===== config.mk =====
export PLATFORM = sky130hd
export DESIGN_NAME = flag_ctrl
export DESIGN_NICKNAME = d
export VERILOG_FILES = /design/src/rtl/cpu_pkg.sv /design/src/rtl/cond_eval.sv /design/src/rtl/flag_ctrl.sv
export SDC_FILE = /design/constraint.sdc
export NUM_CORES = 1
export LEC_CHECK = 0
export ABC_AREA = 0
export BUFFER_PORTS_ARGS = -buffer_cell sky130_fd_sc_hd__clkbuf_2
export CAP_MARGIN = 0
export CORE_ASPECT_RATIO = 1.25
export CORE_MARGIN = 1.5
export CORE_UTILIZATION = 40
export DETAILED_ROUTE_END_ITERATION = 16
export GPL_TIMING_DRIVEN = 1
export PLACE_DENSITY = 0.76
export SYNTH_ARGS = -nofsm -noshare
export SYNTH_HDL_FRONTEND = slang
export SYNTH_SLANG_ARGS = --single-unit

===== constraint.sdc =====
create_clock -name clk -period 3.55 [get_ports clk]
set_clock_uncertainty 0.05 [all_clocks]
set_input_delay 0.355 -clock clk [delete_from_list [all_inputs] [get_ports clk]]
set_output_delay 0.355 -clock clk [all_outputs]
set_load 0.1 [all_outputs]

===== src/rtl/cpu_pkg.sv =====
// Shared CPU types: NZCV flag layout, branch kinds and B.cond condition codes.
// Consumed by the flag controller and by the condition evaluator.
package cpu_pkg;

    typedef struct packed {
        logic n;
        logic z;
        logic c;
        logic v;
    } flags_t;

    typedef enum logic [1:0] {
        BR_B    = 2'b00,
        BR_CBZ  = 2'b01,
        BR_CBNZ = 2'b10,
        BR_COND = 2'b11
    } br_kind_e;

    localparam logic [3:0] COND_EQ = 4'h0;
    localparam logic [3:0] COND_NE = 4'h1;
    localparam logic [3:0] COND_HS = 4'h2;
    localparam logic [3:0] COND_LO = 4'h3;
    localparam logic [3:0] COND_MI = 4'h4;
    localparam logic [3:0] COND_PL = 4'h5;
    localparam logic [3:0] COND_VS = 4'h6;
    localparam logic [3:0] COND_VC = 4'h7;
    localparam logic [3:0] COND_HI = 4'h8;
    localparam logic [3:0] COND_LS = 4'h9;
    localparam logic [3:0] COND_GE = 4'hA;
    localparam logic [3:0] COND_LT = 4'hB;
    localparam logic [3:0] COND_GT = 4'hC;
    localparam logic [3:0] COND_LE = 4'hD;
    localparam logic [3:0] COND_AL = 4'hE;
    localparam logic [3:0] COND_NV = 4'hF;

endpackage


===== src/rtl/cond_eval.sv =====
// Combinational ARM-style condition evaluator: condition code + NZCV -> taken.
// Kept standalone so conditional-select ops can share it.
module cond_eval
    import cpu_pkg::*;
(
    input  logic [3:0] cond,
    input  flags_t     flags,
    output logic       taken
);

    always_comb begin
        taken = 1'b1;
        unique case (cond)
            COND_EQ: taken = flags.z;
            COND_NE: taken = ~flags.z;
            COND_HS: taken = flags.c;
            COND_LO: taken = ~flags.c;
            COND_MI: taken = flags.n;
            COND_PL: taken = ~flags.n;
            COND_VS: taken = flags.v;
            COND_VC: taken = ~flags.v;
            COND_HI: taken = flags.c & ~flags.z;
            COND_LS: taken = ~flags.c | flags.z;
            COND_GE: taken = (flags.n == flags.v);
            COND_LT: taken = (flags.n != flags.v);
            COND_GT: taken = ~flags.z & (flags.n == flags.v);
            COND_LE: taken = flags.z | (flags.n != flags.v);
            COND_AL: taken = 1'b1;
            COND_NV: taken = 1'b1;
            default: taken = 1'b1;
        endcase
    end

endmodule


===== src/rtl/flag_ctrl.sv =====
// NZCV flag register with a one-deep pending stage between EX and commit,
// plus branch resolution with optional forwarding of in-flight flags.
module flag_ctrl
    import cpu_pkg::*;
#(
    parameter bit FWD_EN = 1'b1,
    parameter int COND_W = 4
) (
    input  logic              clk,
    input  logic              reset,
    input  logic              stall,
    input  logic              flush,
    input  logic              ex_valid,
    input  logic              ex_set_flags,
    input  logic              ex_negative,
    input  logic              ex_zero,
    input  logic              ex_carry,
    input  logic              ex_overflow,
    input  logic              br_valid,
    input  logic [1:0]        br_kind,
    input  logic [COND_W-1:0] br_cond,
    input  logic              br_reg_zero,
    output logic              br_ready,
    output logic              br_taken,
    output logic [3:0]        flags_q,
    output logic [3:0]        flags_fwd
);

    flags_t   ex_flags;
    flags_t   commit_q, commit_d;
    flags_t   pend_flags_q, pend_flags_d;
    flags_t   fwd_flags;
    logic     pend_v_q, pend_v_d;
    logic     ex_upd;
    logic     cond_true;
    logic     flag_taken;
    br_kind_e kind;

    // Reset masks EX so that every output reads idle while reset is held.
    assign ex_upd   = ex_valid & ex_set_flags & ~flush & ~reset;
    assign ex_flags = {ex_negative, ex_zero, ex_carry, ex_overflow};
    assign kind     = br_kind_e'(br_kind);

    always_comb begin
        commit_d     = commit_q;
        pend_v_d     = pend_v_q;
        pend_flags_d = pend_flags_q;
        if (!stall) begin
            pend_v_d     = ex_upd;
            pend_flags_d = ex_flags;
            if (pend_v_q) begin
                commit_d = pend_flags_q;
            end
        end
    end

    always_ff @(posedge clk) begin
        if (reset) begin
            commit_q     <= '0;
            pend_v_q     <= 1'b0;
            pend_flags_q <= '0;
        end else begin
            commit_q     <= commit_d;
            pend_v_q     <= pend_v_d;
            pend_flags_q <= pend_flags_d;
        end
    end

    // Youngest producer wins: EX, then the pending stage, then the committed value.
    always_comb begin
        fwd_flags = commit_q;
        if (FWD_EN) begin
            if (ex_upd) begin
                fwd_flags = ex_flags;
            end else if (pend_v_q) begin
                fwd_flags = pend_flags_q;
            end
        end
    end

    cond_eval u_cond_eval (
        .cond  (br_cond[3:0]),
        .flags (fwd_flags),
        .taken (flag_taken)
    );

    always_comb begin
        cond_true = 1'b1;
        br_ready  = 1'b1;
        unique case (kind)
            BR_B:    cond_true = 1'b1;
            BR_CBZ:  cond_true = br_reg_zero;
            BR_CBNZ: cond_true = ~br_reg_zero;
            BR_COND: begin
                cond_true = flag_taken;
                br_ready  = FWD_EN | ~(ex_upd | pend_v_q);
            end
            default: cond_true = 1'b1;
        endcase
    end

    assign br_taken  = br_valid & br_ready & cond_true;
    assign flags_q   = commit_q;
    assign flags_fwd = fwd_flags;

endmodule


==> out/qor.csv, run 1 <==
metric,value,unit
worst_setup_path_start_kind,input port,
finalCritPeriodShare,87.4,%
fin_ws,0.447,ns
cap_violations,0,
nets,128,
drtPass1Iterations,4,
final_area,891,µm²
multiInputGateArea,527,µm²
clkTransAtPathRegs,0.06,ns
max_clock_freq,322,MHz
power.density,288,nW/µm²
wl_per_cell,12.6,µm
ys_seq_area_share,23.6,%
numCtsBuffers,3,
syn-cell-area,762,µm²
synth-compound-area-share,15.4,%
root_buffer,clkbuf_4,
synth_cell_types,36,
tightest_slew,0.539,ns
drtIter0Drc,18,
worstSetupPathType,in -> out,
grt_use_total,15.1,%
gp_congestion,0.734,
dpl_cell_area,865,µm²
endpoint_kind,primary output,
synth.mux.area_fraction,23.8,%
num_vias,695,
synth_flop_cell,dfxtp_1,
grt_max_degree,12,
dp_hpwl,1290,µm
hp-class,in -> reg,
syn-num-nets,106,
fillCellCount,188,
fp.dieW,42.0,µm
grt_pass1_vias,643,
wl,1610,µm
start_util,42.6,%
viasPerCell,5.43,
run_status,finished clean,
cts_tree,yes,
num_rows,17,
finalCriticalPeriod,3.10,ns
crit_fanout,11,
drive_gt1_share,32.1,%
antenna_found_initial,0,
area.growth.synth_to_final,16.9,%
synthXorXnorAreaFrac,7.88,%
ctsHoldBuffers,0,
arrival,2.70,ns
antenna_left,0,
setup_viol,0,
postCtsSetupBuffers,0,
grt.overflow.total,0,
ys_seq_elements,9,
syn_inst,88,
dpl_worst_slack,0.423,ns
cts.sinks,9,
insertion_delay,0.26,ns
maxSlewViolCount,0,
ios,28,
coreArea,1790,µm²
synth-adder-area-share,0,%
synth_area_leader_cell,dfxtp_1,
grt_pass1_wl,2540,µm
slew_headroom,64.2,%
max-clock-path-buffers,2,
synth_top_family_by_area,multiplexers,
synth.area.top_cells,"dfxtp_1 (24%), mux2i_1 (14%), mux2_4 (7.9%)",
cts_max_level,1,
finalSetupTns,0,ns
hold_violations,0,
die_h,51.8,µm
cts.repair.resized,0,
synth_edf_count,0,
dieArea,2180,µm²
portBuffers,26,
p_leak,0.434,nW
register_area,180,µm²
netlist.area_leader.share,23.6,%
peakVddDrop,0.000218,V
async_flop_share,0,%
fin_hold_ws,0.309,ns
antenna_cells,0,
avgSynthCellArea,8.66,µm²
drc_errors,0,
synthSimpleGateAreaFrac,21.5,%
critPathRequiredTime,3.14,ns
synth_warnings,0,
rsz0062_at_grt,no,
==> final timing paths <==
kind	start	endpoint	slack [ns]	cells after the start
setup / recovery	reset	br_taken	0.45	8
hold / removal	ex_carry	pend_flags_q[1]	0.31	3
setup reg to reg	pend_v_q	flags_q[1]	2.38	3
hold reg to reg	flags_q[2]	flags_q[2]	0.49	2
==> state kept, by name, summed over array words and instances (netlist names) <==
name,count
pend_flags_q,4
pend_v_q,1
flags_q,4
==> final cells by class <==
cell class / count / share of cell area (%)
multi-input cells: 69 / 59.1
flip-flops and latches: 9 / 20.2
clock buffers: 4 / 2.95
well taps: 19 / 2.67
inverters: 1 / 0.421
repair buffers: 26 / 14.6
==> cells in the mapped netlist (2+ instances only) <==
cell      number
o211ai_1       2
buf_2          5
mux2i_1       11
nand2_1        2
nor2b_1        3
dfxtp_1        9
nor3b_1        2
nor2_1        16
mux2_4         4
a21oi_1        4
clkbuf_1       2
xnor2_1        4
==> critical path: stages <==
cell	delay (ns)
clkbuf_2	0.18
nand4bb_1	0.48
mux2_4	0.45
xnor2_2	0.13
a2111oi_1	0.37
o31a_1	0.19
a221o_1	0.10
clkbuf_2	0.44
==> power breakdown <==
group	internal [mW]	switching [mW]
Sequential	0.104	0.00324
Clock	0.0433	0.0348
Combinational	0.0250	0.0464
Total	0.172	0.0844
==> layout by cell type (no fill, tap or decap), drive strengths merged <==
master,n
nor3b,2
or4b,1
nor2,16
mux2,5
dfxtp,9
clkbuf,30
o221ai,1
a31oi,1
nor3,1
a21o,1
a211oi,1
xor2,1
nand2b,1
inv,1
nand4b,1
nor2b,3
nand2,2
nand3,1
nor4bb,1
xnor2,5
a2111oi,1
o22ai,1
nand4bb,1
o211ai,2
a221o,1
o2111ai,1
o41ai,1
o31a,1
conb,1
a21oi,4
mux2i,11
==> routing by layer <==
metal / GRT usage [%] / wire [µm] / vias up
met1: 17.2 / 691 / 312
met2: 27.3 / 802 / 23
met5: 0 / 0 / -
met4: 9.38 / 32 / 0
li1: - / - / 357
met3: 1.04 / 85 / 3
==> stage by stage <==
step / utilization (%) / total power [mW] / instances
after floorplan: - / 0.164 / 88
after global placement: 48.4 / 0.179 / 124
after detailed placement: 48.4 / 0.181 / 124
after CTS: 49.9 / 0.261 / 128
after global routing: 49.9 / 0.269 / 128
final: 49.9 / 0.257 / 128
==> cells by family (layout without fill, tap and decap cells) <==
| group | Yosys count | after routing |
|---|---|---|
| mux | 16 | 16 |
| flops | 9 | 9 |
| buf+inv | 10 | 31 |
| compound gates | 16 | 16 |
| other cells | 1 | 1 |
| xor+xnor | 6 | 6 |
| simple gates | 30 | 30 |
Note: power is estimated with default switching activity, not from simulation.
==> inputs of run 2 (changes only) <==
--- a/config.mk
+++ b/config.mk
@@ -5,7 +5,7 @@
 export SDC_FILE = /design/constraint.sdc
 export NUM_CORES = 1
 export LEC_CHECK = 0
-export ABC_AREA = 0
+export ABC_AREA = 1
 export BUFFER_PORTS_ARGS = -buffer_cell sky130_fd_sc_hd__clkbuf_2
 export CAP_MARGIN = 0
 export CORE_ASPECT_RATIO = 1.25
@@ -13,7 +13,7 @@
 export CORE_UTILIZATION = 40
 export DETAILED_ROUTE_END_ITERATION = 16
 export GPL_TIMING_DRIVEN = 1
-export PLACE_DENSITY = 0.76
+export PLACE_DENSITY = 0.74
 export SYNTH_ARGS = -nofsm -noshare
 export SYNTH_HDL_FRONTEND = slang
 export SYNTH_SLANG_ARGS = --single-unit
==> out/qor.csv, run 2 <==
metric,value,unit
antenna_found_initial,0,
max-clock-path-buffers,2,
arrival,2.26,ns
finalCriticalPeriod,2.67,ns
cts_max_level,1,
clkTransAtPathRegs,0.06,ns
drive_gt1_share,27.3,%
coreArea,2160,µm²
peakVddDrop,0.000231,V
r2r-start,pend_v_q,
num_vias,1001,
slowest_delay,0.51,ns
hold_violations,0,
cp_common_cell,nand2_1,
synth_flop_cell,dfxtp_1,
drc_errors,0,
p_leak,0.606,nW
synthTopCellsByCount,"nand2_1 (46), inv_1 (23), nand3_1 (15)",
r2r_cells,5,
rrSetupSlack,2.38,ns
antenna_cells,0,
yosysMostFrequentCell,nand2_1,
syn-num-nets,168,
worstSetupPathType,reg -> out,
r2r_end,flags_q[3],
final_area,1070,µm²
dpl_cell_area,1050,µm²
cts_tree,yes,
fin_ws,0.882,ns
synth_edf_count,0,
syn_inst,150,
nets,195,
ys_seq_area_share,20.0,%
area.growth.synth_to_final,19.2,%
setup_viol,0,
synth_cell_types,27,
critPathRequiredTime,3.14,ns
grt.overflow.total,0,
gp_congestion,0.879,
die_h,56.0,µm
netlist.area_leader.share,20.0,%
insertion_delay,0.26,ns
tightest_slew,0.540,ns
final_common_cell,nand2_1,
fp.dieW,45.4,µm
postCtsSetupBuffers,0,
max_clock_freq,375,MHz
root_buffer,clkbuf_4,
ctsHoldBuffers,0,
antenna_left,0,
startpoint,pend_v_q,
maxSlewViolCount,0,
numCtsBuffers,3,
cap_violations,0,
start_util,41.6,%
num_rows,19,
cp.depth,15,
dp_hpwl,1620,µm
ys_seq_elements,9,
critical_path_buf_inv_count,2,
worstPathCellList,inv_2 > nand2_1 > nand2_1 > nand2_4 > nand2_2 > nand2_2 > nand2_1 > nand2_1 > nand2_1 > nand2_1 > nor2_1 > nand2_1 > nand2_1 > a21oi_4 > clkbuf_2,
grt_max_degree,14,
async_flop_share,0,%
wl_per_cell,9.47,µm
grt_pass1_vias,860,
final_core_util,49.6,%
grt_pass1_wl,3470,µm
synth_warnings,0,
crit_end,br_taken,
grt_use_total,17.7,%
drtIter0Drc,36,
syn-cell-area,900,µm²
ios,28,
crit_fanout,9,
wl,1960,µm
run_status,finished clean,
dieArea,2540,µm²
synth_area_leader_cell,dfxtp_1,
slew_headroom,64.1,%
worst_setup_path_start_kind,flop,
cp_slowest_cell,dfxtp_1,
cts.repair.resized,0,
viasPerCell,4.84,
finalCritPeriodShare,75.2,%
fillCellCount,223,
drtPass1Iterations,4,
dpl_worst_slack,1.06,ns
endpoint_kind,primary output,
finalSetupTns,0,ns
crit_family,simple AND/OR/NAND/NOR gates,
power.density,333,nW/µm²
final_cell_mix,"nand2_1 (46), clkbuf_2 (26), inv_1 (23)",
portBuffers,26,
avgSynthCellArea,6.00,µm²
rsz0062_at_grt,no,
hp-class,in -> reg,
cts.sinks,9,
synth.area.top_cells,"dfxtp_1 (20%), nand2_1 (19%), inv_1 (9.6%)",
[run 2: layout make-up]
class / count / area [µm²] / share of cell area [%]
Multi-Input combinational cell: 112 / 596 / 55.5
Timing Repair Buffer: 26 / 130 / 12.1
Sequential cell: 9 / 180 / 16.8
Inverter: 25 / 101 / 9.45
Tap cell: 31 / 38.8 / 3.62
Clock buffer: 4 / 26.3 / 2.45
[run 2: how the worst min path moves through the flow]
stage	start	endpoint	slack [ns]	cells past startpoint
after global placement	pend_flags_q[2]	pend_flags_q[2]	0.41	2
after global routing	ex_carry	pend_flags_q[1]	0.32	3
after CTS	ex_zero	pend_flags_q[2]	0.30	3
final	ex_zero	pend_flags_q[2]	0.30	3
after floorplan	pend_flags_q[2]	pend_flags_q[2]	0.40	2
after detailed placement	pend_flags_q[2]	pend_flags_q[2]	0.41	2
[run 2: metal layers]
layer | vias up | track usage (%) | routed length (µm)
met4 | 0 | 3.78 | 18
li1 | 526 | - | -
met1 | 441 | 22.8 | 815
met3 | 4 | 4.87 | 104
met5 | - | 0 | 0
met2 | 30 | 28.6 | 1020
[run 2: cells by family (layout without fill, tap and decap cells)]
| kind of cell | Yosys count | count (layout) | share of synthesized area, % |
|---|---|---|---|
| AO/OA/AOI/OAI | 19 | 19 | 13.1 |
| buffers and inverters | 29 | 55 | 14.6 |
| AND/OR/NAND/NOR | 91 | 91 | 50.6 |
| flip-flops | 9 | 9 | 20.0 |
| multiplexers | 1 | 1 | 1.25 |
| other | 1 | 1 | 0.417 |
[run 2: worst register-to-register path: cells and delay by family, from the launching register on]
family                 cells  cell delay [ns]
buffers and inverters      2             0.16
AND/OR/NAND/NOR            2             0.18
flip-flops                 1             0.51
AO/OA/AOI/OAI              1             0.17
[run 2: stage by stage]
step	power (mW)	std cells	hold slack (ns)
finish	0.357	207	0.302
global route	0.382	207	0.321
CTS	0.359	207	0.304
detailed placement	0.279	203	0.409
global placement	0.277	203	0.409
floorplan	0.249	150	0.396
[run 2: power breakdown]
part	internal, mW	switching, mW	total [mW]	leakage [nW]
Combinational	0.0403	0.124	0.164	0.516
Sequential	0.108	0.00503	0.113	0.0745
Clock	0.0434	0.0364	0.0798	0.0150
Total	0.191	0.165	0.357	0.606
